--- src/rtl/inst_mem_server.sv ---
// Instruction memory filled by a byte-stream loader, then serving reads with 1-cycle latency.
// Loader is throttled by load_ready (low in RUN); the read port has no back-pressure.
module inst_mem_server #(
    parameter int DATA_W = 8,
    parameter int ADDR_W = 2,
    parameter int DEPTH  = 4
) (
    input  logic              clk_i,
    input  logic              reset_i,
    input  logic              load_valid_i,
    input  logic [DATA_W-1:0] load_data_i,
    output logic              load_ready_o,
    output logic              load_done_o,
    input  logic              reload_i,
    input  logic              req_valid_i,
    input  logic [ADDR_W-1:0] req_addr_i,
    output logic              rsp_valid_o,
    output logic [DATA_W-1:0] rsp_data_o,
    output logic              rsp_error_o,
    output logic              running_o,
    output logic [ADDR_W:0]   wr_count_o
);

    typedef enum logic {ST_LOAD, ST_RUN} state_e;

    localparam logic [ADDR_W:0] LAST    = (ADDR_W+1)'(DEPTH - 1);
    localparam logic [ADDR_W:0] DEPTH_V = (ADDR_W+1)'(DEPTH);
    localparam logic [ADDR_W:0] ONE     = (ADDR_W+1)'(1);

    state_e              state_q, state_d;
    logic [ADDR_W:0]     wr_count_q, wr_count_d;
    logic                load_done_q, load_done_d;
    logic                rsp_valid_q, rsp_valid_d;
    logic [DATA_W-1:0]   rsp_data_q, rsp_data_d;
    logic                rsp_error_q, rsp_error_d;
    logic [ADDR_W:0]     wr_base;
    logic                mem_we;
    logic [ADDR_W-1:0]   mem_waddr;
    logic [DATA_W-1:0]   mem [DEPTH];

    always_comb begin
        state_d     = state_q;
        wr_count_d  = wr_count_q;
        load_done_d = 1'b0;
        mem_we      = 1'b0;
        wr_base     = wr_count_q;
        unique case (state_q)
            ST_LOAD: begin
                // A reload on the same edge as a load word restarts the fill at word 0.
                wr_base    = reload_i ? '0 : wr_count_q;
                wr_count_d = wr_base;
                if (load_valid_i) begin
                    mem_we     = 1'b1;
                    wr_count_d = wr_base + ONE;
                    if (wr_base == LAST) begin
                        state_d     = ST_RUN;
                        load_done_d = 1'b1;
                    end
                end
            end
            ST_RUN: begin
                if (reload_i) begin
                    state_d    = ST_LOAD;
                    wr_count_d = '0;
                end
            end
            default: state_d = ST_LOAD;
        endcase
        mem_waddr = wr_base[ADDR_W-1:0];
    end

    // Requests are judged against the state before this edge's transition.
    always_comb begin
        rsp_valid_d = req_valid_i;
        rsp_data_d  = '0;
        rsp_error_d = 1'b0;
        if (req_valid_i) begin
            if (state_q == ST_RUN && {1'b0, req_addr_i} < DEPTH_V) begin
                rsp_data_d = mem[req_addr_i];
            end else begin
                rsp_error_d = 1'b1;
            end
        end
    end

    always_ff @(posedge clk_i or negedge reset_i) begin
        if (!reset_i) begin
            state_q     <= ST_LOAD;
            wr_count_q  <= '0;
            load_done_q <= 1'b0;
            rsp_valid_q <= 1'b0;
            rsp_data_q  <= '0;
            rsp_error_q <= 1'b0;
        end else begin
            state_q     <= state_d;
            wr_count_q  <= wr_count_d;
            load_done_q <= load_done_d;
            rsp_valid_q <= rsp_valid_d;
            rsp_data_q  <= rsp_data_d;
            rsp_error_q <= rsp_error_d;
        end
    end

    always_ff @(posedge clk_i) begin
        if (mem_we) begin
            mem[mem_waddr] <= load_data_i;
        end
    end

    assign load_ready_o = (state_q == ST_LOAD);
    assign running_o    = (state_q == ST_RUN);
    assign load_done_o  = load_done_q;
    assign rsp_valid_o  = rsp_valid_q;
    assign rsp_data_o   = rsp_data_q;
    assign rsp_error_o  = rsp_error_q;
    assign wr_count_o   = wr_count_q;

endmodule
--- config.mk ---
export PLATFORM = sky130hd
export DESIGN_NAME = inst_mem_server
export DESIGN_NICKNAME = d
export VERILOG_FILES = /design/src/rtl/inst_mem_server.sv
export SDC_FILE = /design/constraint.sdc
export NUM_CORES = 1
export LEC_CHECK = 0
export ABC_AREA = 1
export BUFFER_PORTS_ARGS = -buffer_cell sky130_fd_sc_hd__buf_2
export CORE_MARGIN = 1.5
export CORE_UTILIZATION = 55
export DETAILED_ROUTE_END_ITERATION = 8
export GPL_TIMING_DRIVEN = 0
export MAX_ROUTING_LAYER = met4
export PLACE_DENSITY = 0.78
export SLEW_MARGIN = 25
export SYNTH_ARGS = -nofsm -noshare
export SYNTH_HDL_FRONTEND = slang
export SYNTH_SLANG_ARGS = --single-unit
--- constraint.sdc ---
create_clock -name clk_i -period 2.3 [get_ports clk_i]
set_input_delay 0.69 -clock clk_i [delete_from_list [all_inputs] [get_ports clk_i]]
set_output_delay 0.69 -clock clk_i [all_outputs]
set_load 0.005 [all_outputs]
==> flow_summary.rst <==
.. list-table::
   :header-rows: 1

   * - Metric
     - Value
   * - Final antenna-violating net count
     - 0
   * - Share of layout cells above drive strength 1
     - 0.209
   * - I/O pins
     - 31
   * - Clock sink count
     - 47
   * - Clock insertion delay at the later pin of the skew report
     - approximately 360 ps
   * - Switching part of the total power
     - 0.244
   * - Required time at the worst-slack endpoint
     - ~2300 ps
   * - Main area contributors after synthesis
     - sky130_fd_sc_hd__edfxtp_1 50%, sky130_fd_sc_hd__dfrtp_1 20%, sky130_fd_sc_hd__inv_1 8.6%, sky130_fd_sc_hd__nand2_1 7.1%, sky130_fd_sc_hd__nand3_1 4.2%
   * - Max Freq
     - roughly 560 MHz
   * - Detailed-route via count
     - 1236
   * - Worst R2R Setup Slack
     - ~550 ps
   * - Estimated wirelength of the detail-placed design
     - ~2.3 mm
   * - Critical path startpoint category
     - input pin
   * - Setup Slack @ Placement
     - 85.3 ps
   * - Xor and xnor fraction of the mapped netlist area
     - 0.00458
   * - Compound-cell area share of the yosys netlist
     - 0.0340
   * - Initial drt markers
     - a little over 50
   * - Die height
     - between 60 and 70 um
   * - Proportion of power drawn by the clock network
     - 0.240
   * - Global-route wire length before repair
     - ~5 mm
   * - Setup repair bufs after CTS
     - 0
   * - Critical-path cell list
     - buf_2 -> nor2_1 -> nand2_1 -> nor2_1
   * - Clock transition at the register clock pins on the worst setup and hold paths after CTS
     - 130 ps
   * - Sequential fraction of the synthesis area
     - 0.698
   * - Peak supply drop
     - 404 uV
   * - Highest-count cells in the layout ignoring fill and taps
     - 44 x sky130_fd_sc_hd__inv_1, 36 x sky130_fd_sc_hd__nand2_1, 32 x sky130_fd_sc_hd__edfxtp_1, 29 x sky130_fd_sc_hd__buf_2, 16 x sky130_fd_sc_hd__nand3_1
   * - Synth area leader
     - sky130_fd_sc_hd__edfxtp_1
   * - Per-cell routed wire length
     - 12.6 um
   * - Total standard cell area after synthesis
     - around 0.0019 sq mm
   * - Fill cells
     - 286
   * - Number of global-route vias before repair
     - between 1000 and 1500
   * - Total detailed-routing wirelength
     - 3.24 mm
   * - Number of instances resized during post-cts repair
     - 0
   * - Part of the total power dissipated in sequential elements
     - 0.653
   * - Clk Tree Root Cell
     - sky130_fd_sc_hd__clkbuf_4
   * - Starting density of the core
     - 0.573
   * - MaxCap Viol Count
     - 0
   * - Total chip power
     - approximately 1.5 mW
   * - Buffers from clock root to sink, at most
     - 2
   * - Number of distinct library cells after synthesis
     - 20
   * - Global route overflow
     - 0
   * - Storage element area
     - ~0.0013 sq mm
   * - Final RePlAce weighted congestion
     - between 0.8 and 0.9
   * - Floorplan die area
     - just under 0.004 sq mm
   * - TritonCTS clock tree
     - yes
   * - Number of buffers inserted during clock tree synthesis
     - 5
   * - Crit path max-delay cell type
     - sky130_fd_sc_hd__nor2_1
   * - Largest net degree at the start of global routing
     - 16
   * - Adder-Cell Fraction of Synth Area
     - 0.00654
   * - Worst-case setup margin in the final layout
     - 513 ps
   * - Max-slew headroom
     - 0.453
   * - Row count
     - 21
   * - Transition time at the pin with the least slew margin
     - around 820 ps
   * - Slowest stage delay, CP
     - ~640 ps
   * - Worst R2R Start
     - running_o
   * - Combinational power share
     - 0.106
   * - Global router's overall resource usage
     - 0.202
   * - Post-route fraction of the period consumed by the critical path
     - 0.777
   * - Horizontal die dimension
     - 62.0 um
   * - Number of buffers inserted for hold repair after clock tree synthesis
     - 0
   * - Number of max-slew violations in the final report
     - 0
   * - Arrival time of the worst setup path
     - between 1500 and 2000 ps
   * - Fin Hold WS
     - between 200 and 250 ps
   * - Count of buffers from port buffering
     - 28
   * - Count of state elements after synthesis
     - 47
   * - Final layout net count
     - ~230
   * - Cell-internal power
     - approximately 1.1 mW
   * - Worst hold-check path type
     - input pin to asynchronous set/reset pin
   * - Number of remaining DRC errors
     - 0
   * - Psw
     - approximately 0.36 mW
   * - Signed area change from the synthesized netlist to the final layout
     - 13.1%
   * - Multiplexer share of the synthesized area
     - 0
   * - Number of optimization iterations in the first detailed-route pass
     - 4
   * - Combinational family with the most area after synthesis
     - simple AND/OR/NAND/NOR gates
   * - Net Count, Synth
     - roughly 190
   * - Sum of negative setup slack
     - 0 ps
   * - RSZ-0062 raised after global routing
     - false
   * - Final setup viols
     - 0
   * - Shortest period the worst path allows
     - about 1800 ps
   * - Synth Area in Simple Gates
     - 0.145
   * - Area of the multi-input gates
     - 368 sq um
   * - YS warnings
     - 0
   * - Floorplan core area
     - about 0.0033 sq mm
   * - Status
     - completed
   * - H-tree depth
     - 2
   * - Class of the most critical setup path
     - input pin to flip-flop
   * - Diodes inserted
     - 0
   * - Total power per unit cell area
     - around 690 mW/mm^2
   * - Most used cell, CP
     - sky130_fd_sc_hd__nor2_1
   * - Capturing element type of the critical path
     - flip-flop
   * - Area share of the leading cell type in the synthesized netlist
     - 0.502
   * - Most common cell after layout, fill and taps aside
     - sky130_fd_sc_hd__inv_1
   * - Avg Cell Area, Syn
     - roughly 11 sq um
   * - Antenna violations before repair
     - 0
   * - Vias per Instance
     - 4.81
   * - Highest fanout seen on the critical path
     - 8
   * - Number of cells produced by synthesis
     - ~180
   * - Launching instance or port of the critical path
     - reload_i
   * - Endpoints failing hold
     - 0
   * - Maximum clock skew at final layout
     - ~10 ps
   * - Leak
     - 1.06 nW
[kinds of logic (layout without fill, tap and decap cells)]
| group | after synthesis | count (layout) |
|---|---|---|
| DFF | 47 | 47 |
| buffers and inverters | 50 | 86 |
| adders and majority gates | 1 | 1 |
| AOI/OAI and AO/OA | 12 | 12 |
| and+or+nand+nor | 64 | 64 |
| xor gates and xnor gates | 1 | 1 |
[stage by stage]
stage | instance area [sq um] | util | cells
final | 2160 | 0.649 | 257
after global routing | 2160 | 0.649 | 257
after CTS | 2160 | 0.649 | 257
after detailed placement | 2120 | 0.634 | 249
after global placement | 2110 | 0.633 | 249
after floorplan | 1910 | - | 175
[synth_stat cells (all sizes together)]
library cell,number
nand3,16
nor2,8
a21oi,9
buf,4
nor3,1
o21ai,2
ha,1
edfxtp,32
dfrtp,15
and3,1
inv,46
nand2,38
o22ai,1
xor2,1
[area by class of cell]
type	count	share of cell area
plain buffers	4	0.0179
clock buffers	6	0.0191
clock inverters	2	0.00347
inverters	46	0.0809
multi-input cells	78	0.170
flip-flops and latches	47	0.617
well taps	46	0.0266
repair buffers	28	0.0647
[registers in the layout, summed over array words and instances, names as in the netlist]
register,cells
mem,32
rsp_data_o,8
wr_count_o,3
rsp_error_o,1
rsp_valid_o,1
running_o,1
load_done_o,1
[critical path: cells and delay by family]
kind / cells / cell delay, ps
and+or+nand+nor: 3 / 950
buffers and inverters: 1 / 140
[worst paths after layout]
check / to / cells past startpoint
setup / recovery: mem[3][1] / 4
hold / removal: rsp_valid_o / 1
setup reg to reg: mem[2][2] / 3
hold reg to reg: rsp_error_o / 1
max in group asynchronous: rsp_data_o[0] / 1
min in group clk_i: rsp_valid_o / 1
[routing by layer]
| metal | up-vias | wire length (um) | global-route usage |
|---|---|---|---|
| met5 | - | 0 | - |
| met4 | 0 | 69 | 0.116 |
| met3 | 9 | 239 | 0.0725 |
| met2 | 54 | 1540 | 0.313 |
| met1 | 557 | 1380 | 0.224 |
| li1 | 616 | - | - |
[power by group through the flow]
stage | sequential [mW] | combinational [mW] | clock, mW
3_5_place_dp | 0.991 | 0.160 | 0
4_1_cts | 0.972 | 0.160 | 0.361
6_report | 0.971 | 0.158 | 0.357
2_1_floorplan | 0.990 | 0.0922 | 0
3_3_place_gp | 0.989 | 0.152 | 0
5_1_grt | 0.977 | 0.181 | 0.405
Note: power is estimated with default switching activity, not from simulation.
